===== config.mk =====
export PLATFORM = sky130hd
export DESIGN_NAME = pc_branch_unit
export DESIGN_NICKNAME = d
export VERILOG_FILES = /design/src/rtl/pc_branch_unit.sv
export SDC_FILE = /design/constraint.sdc
export NUM_CORES = 1
export LEC_CHECK = 0
export BUFFER_PORTS_ARGS = -buffer_cell sky130_fd_sc_hd__buf_2
export CAP_MARGIN = 20
export CORE_MARGIN = 2
export CORE_UTILIZATION = 45
export DETAILED_ROUTE_END_ITERATION = 8
export HOLD_SLACK_MARGIN = 0.1
export PLACE_DENSITY_LB_ADDON = 0.1
export REMOVE_ABC_BUFFERS = 1
export SLEW_MARGIN = 20
export SYNTH_ARGS = -nofsm -noshare
export SYNTH_HDL_FRONTEND = slang
export SYNTH_SLANG_ARGS = --single-unit
export TNS_END_PERCENT = 10

===== constraint.sdc =====
create_clock -name clk -period 1.87 [get_ports clk]
set_input_delay 0.0935 -clock clk [delete_from_list [all_inputs] [get_ports clk]]
set_output_delay 0.0935 -clock clk [all_outputs]
set_load 0.03 [all_outputs]

===== src/rtl/pc_branch_unit.sv =====
// rtl/pc_branch_unit.sv - fetch PC register with branch/jump redirect, flush window, stall hold and halt.
// Optional PC_ALIGN_CHECK_EN: odd redirect targets halt the core and set sticky misalign_err.
module pc_branch_unit #(
  parameter int                  PC_WIDTH     = 16,
  parameter logic [PC_WIDTH-1:0] RESET_PC     = '0,
  parameter int                  INSTR_BYTES  = 2,
  parameter int                  FLUSH_CYCLES = 1
) (
  input  logic                clk,
  input  logic                rst_n,
  input  logic                stall,
  input  logic                branch_taken,
  input  logic                jump,
  input  logic [PC_WIDTH-1:0] offset,
  input  logic [PC_WIDTH-1:0] branch_pc,
  input  logic                halt,
  output logic [PC_WIDTH-1:0] pc,
  output logic [PC_WIDTH-1:0] pc_plus,
  output logic                flush,
  output logic                redirect,
  output logic                halted,
  output logic                misalign_err
);

  typedef enum logic [1:0] {
    RUN    = 2'd0,
    FLUSH  = 2'd1,
    HALTED = 2'd2
  } state_t;

  localparam logic [PC_WIDTH-1:0] INC      = PC_WIDTH'(INSTR_BYTES);
  localparam logic [2:0]          CNT_INIT = 3'(FLUSH_CYCLES - 1);

  state_t              state;
  logic [2:0]          cnt;
  logic [PC_WIDTH-1:0] sum;
  logic [PC_WIDTH-1:0] target;
  logic                take;
  logic                odd_target;

  assign sum     = branch_pc + offset;
  assign pc_plus = pc + INC;
  assign take    = branch_taken | jump;

`ifdef PC_ALIGN_CHECK_EN
  assign target     = sum;
  assign odd_target = target[0];
`else
  assign target     = sum & ~PC_WIDTH'(1);
  assign odd_target = 1'b0;
`endif

  always_ff @(posedge clk or negedge rst_n) begin
    if (!rst_n) begin
      state    <= RUN;
      pc       <= RESET_PC;
      cnt      <= 3'd0;
      flush    <= 1'b0;
      redirect <= 1'b0;
      halted   <= 1'b0;
    end else begin
      redirect <= 1'b0;
      case (state)
        RUN: begin
          if (stall) begin
            pc <= pc;
          end else if (halt) begin
            state  <= HALTED;
            halted <= 1'b1;
          end else if (take && odd_target) begin
            // Misaligned redirect: keep the old pc and stop rather than fetch garbage.
            state  <= HALTED;
            halted <= 1'b1;
          end else if (take) begin
            pc       <= target;
            redirect <= 1'b1;
            flush    <= 1'b1;
            cnt      <= CNT_INIT;
            state    <= FLUSH;
          end else begin
            pc <= pc_plus;
          end
        end
        FLUSH: begin
          // Control inputs here belong to squashed instructions and are ignored.
          if (!stall) begin
            pc <= pc_plus;
            if (cnt == 3'd0) begin
              state <= RUN;
              flush <= 1'b0;
            end else begin
              cnt <= cnt - 3'd1;
            end
          end
        end
        default: begin
          halted <= 1'b1;
        end
      endcase
    end
  end

`ifdef PC_ALIGN_CHECK_EN
  always_ff @(posedge clk or negedge rst_n) begin
    if (!rst_n) begin
      misalign_err <= 1'b0;
    end else if (state == RUN && !stall && !halt && take && odd_target) begin
      misalign_err <= 1'b1;
    end
  end
`else
  assign misalign_err = 1'b0;
`endif

endmodule


-- Word level (Yosys, flattened, before mapping)
Cells that the tools add are included.
- logic and storage cells: 58
- input port bits: 38
- register bits: 24
- reductions and logical operators: 8
- multiplexer cells: 30
- bitwise gates (word level): 2
- $add $sub $neg: 3
- equal/unequal tests: 9
- operators with widths (operator ; number):
    16-bit 2-to-1 mux ; 4
    16-bit case mux with 2 select lines ; 1
    16-bit adder ; 1
    16-bit by 2-bit adder with 16-bit output (second input constant) ; 1
    3-bit 2-to-1 mux ; 5
    2-bit != test (second input constant) ; 7
    6-bit AND reduction ; 2
    1-bit 2-to-1 mux ; 11
    2-bit 2-to-1 mux ; 5
    3-bit case mux with 2 select lines ; 1
    5-bit AND reduction ; 1
    1-bit case mux with 2 select lines ; 2
    2-bit case mux with 2 select lines ; 1
    4-bit AND reduction ; 1
    3-bit logical NOT ; 1
    3-bit != test (second input constant) ; 1
    3-bit AND reduction ; 1
    3-bit by 1-bit subtractor with 3-bit output (second input constant) ; 1
    2-bit by 1-bit == test with 1-bit output (second input constant) ; 1
    2-bit logical NOT ; 1
    2-bit nonzero test ; 1
    1-bit NOT ; 1
    1-bit OR ; 1

-- Longest topological paths before layout
- word-level depth: 5
- mapped depth: 8
- mapped depth without buffers: 8

-- Worst setup path after synthesis
No wires, ideal clock.
- kind: reg2reg
- start: register pc[2]
- end: register pc[15]
- setup time: 68 ps
- setup slack: -445 ps
- required time: 1802 ps
- period minus slack after synthesis: 2315 ps
- buffers on the path: 1
- stages on the path, launching flop included: 8
- arrival: 2248 ps
- path through: dfrtp_1 ha_1 and3_2 clkbuf_2 nand4_1 nor2_1 xor2_1 a221o_1
- cells in the longest elaborated chain, start to end: 5
- RTL lines (what ; RTL line ; text):
    start, declared ; 17 ; output logic [PC_WIDTH-1:0] pc,
    start signal, assigned ; 66 ; pc <= pc;
    start signal, assigned ; 75 ; pc <= target;
    start signal, assigned ; 81 ; pc <= pc_plus;
    16-bit by 2-bit adder with 16-bit output * ; 42 ; assign pc_plus = pc + INC;
    net pc_plus[15] ; 18 ; output logic [PC_WIDTH-1:0] pc_plus,
    16-bit 2-to-1 mux ; 74 ; end else if (take) begin
    16-bit 2-to-1 mux ; 67 ; end else if (halt) begin
    16-bit 2-to-1 mux ; 65 ; if (stall) begin
    16-bit case mux with 2 select lines * ; 63 ; case (state)
Mark *: on every way through the listed nets, which the timed path passes. The rest lies on a longest branch. The select of a mux whose other input is x is not followed.
A chain may end at the register's enable or synchronous reset.

-- Final worst setup path
- start: register pc[2]
- end: register pc[14]
- cells in the longest elaborated chain, start to end: 5
- RTL lines (what ; RTL line):
    16-bit by 2-bit adder with 16-bit output * ; 42
    16-bit 2-to-1 mux ; 74
    16-bit 2-to-1 mux ; 67
    16-bit 2-to-1 mux ; 65
    16-bit case mux with 2 select lines * ; 63
Every way passes the cells marked *; elsewhere a longest branch is shown, timed or not. The select of a mux whose other input is x is not followed.

==> metrics <==
CP arrival 1.98 ns; Post-synth ARST share 100%; overall routing resource usage a little under a quarter; Final ANT Viol Nets 0; DRT Wirelength roughly 6.2 mm; Inserted Clock Buffers 3; Hold Fails Final Rpt 0; Max Fclk roughly 550 MHz; FF-to-FF setup slack approximately 0.043 ns; Hold Path Class in2reg; I/O Pins 74; Synth Area in XOR/XNOR between 7 and 8%; die area 5440 um^2; area grow syn2layout 35.8%; total power roughly 0.0033 W; Syn Area/Cell between 7 and 8 um^2; Syn Inst Count approximately 280; critical path endpoint category register; most common cell after layout, fill and taps aside buf_2; status finished clean; CTS root buf clkbuf_8; largest family of logic cells by synthesized area simple AND/OR/NAND/NOR gates; sequential area share after synthesis between 20% and 30%; H-tree depth 1; layout cells sized above 1 roughly 34%; post-synthesis mux area share 2.63%; gr ovfl total 0; DRC viols 0; footprint of the multi-input gates approximately 1500 um^2; FP Rows 25; DR vias/cell roughly 5.3; Distinct cells, synth between 50 and 60; post-synthesis adder-cell area fraction 10.6%; hold slack 0.156 ns; die height 73.8 um; final setup violation count 0; WL per Instance approximately 14 um; hpwl dp between 4 and 5 mm; initial antenna violation count 0; initial DRC count a little under 200; Synth Warn # 0; RSZ-0062 raised after global routing true; core box area roughly 4700 um^2; clock skew about 0.0068 ns; clk_lat worst skew about 0.27 ns; number of global-route vias before repair ~2100; EDFF count, synth 0; # diodes 0; Leak ~1.4 nW; post-synthesis compound-gate area fraction between 20% and 30%; GP Congestion 0.838; CP peak stage delay around 0.42 ns; Slew Viols, Final 0; CP max-delay cell dfrtp_1; Final min period about 1.8 ns; Vias around 2400; Post-synth top flop dfrtp_1; Worst Path Max Fanout 4; most frequent cells in the layout 66 x buf_2, 46 x buf_4, 31 x nand2_1; Post-Synth Simple-Gate Area between 20% and 30%; CTS tree yes; Final #Nets roughly 440; Max VDD drop 1.17 mV; buffers added on ports 70; initial core utilization around 46%; Startpoint Class register; register area 576 um^2; first-pass GRT wire length 9.81 mm; MaxCap Viol Count 0; pwr/cell area between 1000 and 1500 nW/um^2; mapped cell area between 2000 and 2500 um^2; worst path cell trace buf_6 > and4_4 > and3_4 > nand3_4 > mux2_4 > a222oi_1 > nand2_1; Worst EP required 2.03 ns; die width between 70 and 80 um; clock sink count 23; Final period util a little over nine tenths; Clock transition at path regs around 0.090 ns; Longest Clk Path Bufs 2; worst slew pin tran 0.546 ns; largest net degree at the start of global routing 24; Filler cells approximately 430; Buf/Inv on CP 1; critical path's top delay family simple AND/OR/NAND/NOR gates; #FFs+latches synth 23; Crit Path Class reg2reg; 1st-pass router iterations 4; Relative slew margins between 60% and 70%
-- where the power goes --
group          leakage, nW  switching [W]  internal (W)
Combinational         1.09        0.00132      0.000829
Sequential           0.263       0.000168      0.000675
Clock               0.0255       0.000174      0.000149
Total                 1.38        0.00166       0.00165
-- worst reg2reg max path, delay by kind of cell, from the launching register on --
family | cells | cell delay (ns)
flip-flops | 1 | 0.42
buffers and inverters | 1 | 0.12
AO/OA/AOI/OAI | 1 | 0.28
multiplexers | 1 | 0.31
AND/OR/NAND/NOR | 4 | 0.60
-- layout make-up --
| type | count | share of cell area [%] |
|---|---|---|
| well taps | 67 | 2.82 |
| clock buffers | 3 | 1.39 |
| repair buffers | 116 | 24.1 |
| flip-flops and latches | 23 | 19.3 |
| multi-input cells | 236 | 51.4 |
| clock inverters | 1 | 0.168 |
| inverters | 6 | 0.757 |
-- metrics by stage --
step / cells / setup slack, ns / util (%) / cell area, um^2 / setup TNS (ns)
floorplan: 265 / -0.387 / - / 2110 / -1.03
finish: 452 / 0.0434 / 63.0 / 2980 / 0
global placement: 443 / -0.0947 / 60.5 / 2860 / -0.301
global route: 452 / -0.0586 / 63.0 / 2980 / -0.135
detailed placement: 443 / -0.140 / 60.5 / 2860 / -0.569
CTS: 450 / 0.0100 / 62.3 / 2940 / 0
-- flip-flops by register name, summed over array words and instances (netlist names) --
register	flops
pc	15
flush	1
halted	1
cnt	3
redirect	1
state	2
-- cell usage after synthesis, drive strengths merged, types with 2 or more instances --
cell type / number / area [um^2]
a221o: 2 / 20.0
dfrtp: 23 / 576
nand2b: 3 / 18.8
nand2: 31 / 116
a31oi: 5 / 31.3
nor2: 30 / 113
o21a: 3 / 22.5
xor2: 6 / 52.6
a211oi: 4 / 35.0
o31ai: 2 / 15.0
xnor2: 14 / 123
a21oi: 30 / 150
mux2i: 2 / 20.0
inv: 5 / 18.8
clkbuf: 8 / 31.3
nor2b: 4 / 25.0
buf: 7 / 53.8
o21ai: 20 / 100
o211ai: 2 / 15.0
or3: 2 / 12.5
and3: 5 / 37.5
ha: 17 / 213
nor3b: 2 / 15.0
and4: 2 / 22.5
nand3: 14 / 82.6
a21boi: 2 / 15.0
mux2: 3 / 37.5
and2: 2 / 12.5
or2: 2 / 12.5
nand4: 5 / 31.3
nor3: 5 / 25.0
a22oi: 2 / 15.0
-- path summary, 6_finish.rpt --
| kind | start | to | depth (start not counted) |
|---|---|---|---|
| worst max-delay path | pc[2] | pc[14] | 7 |
| worst min-delay path | halt | state[1] | 3 |
| worst max register to register | pc[2] | pc[14] | 7 |
| worst min register to register | halted | halted | 1 |
| max in group asynchronous | rst_n | pc[7] | 2 |
| min in group asynchronous | rst_n | cnt[2] | 2 |
-- cell families (layout without fill, tap and decap cells) --
group	after synthesis	in the layout
simple gates	107	107
compound gates	83	83
flops	23	23
buf+inv	21	126
xor+xnor	20	20
fa+ha+maj	18	18
mux	5	5
other cells	1	3
-- metal layers --
layer  part of all wire [%]  up-vias  GRT usage (%)  wire, um
met5                      0        -              0         0
met4                   0.44        0           2.42        27
met3                    5.7        2           3.84       350
met2                     47       84           38.2      2920
met1                     47     1112           31.1      2870
li1                       -     1218              -         -
-- what timing repair did --
| item | CTS | global route |
|---|---|---|
| pin swaps | 0 | 9 |
| resized for setup | 3 | 7 |
| setup buffers | 1 | 2 |
| gates cloned | 0 | 0 |
| setup endpoints to repair | 2 | 6 |
| hold endpoints to repair | 24 | 0 |
| hold buffers | 2 | 0 |
Power figures use the tool's default switching activity.
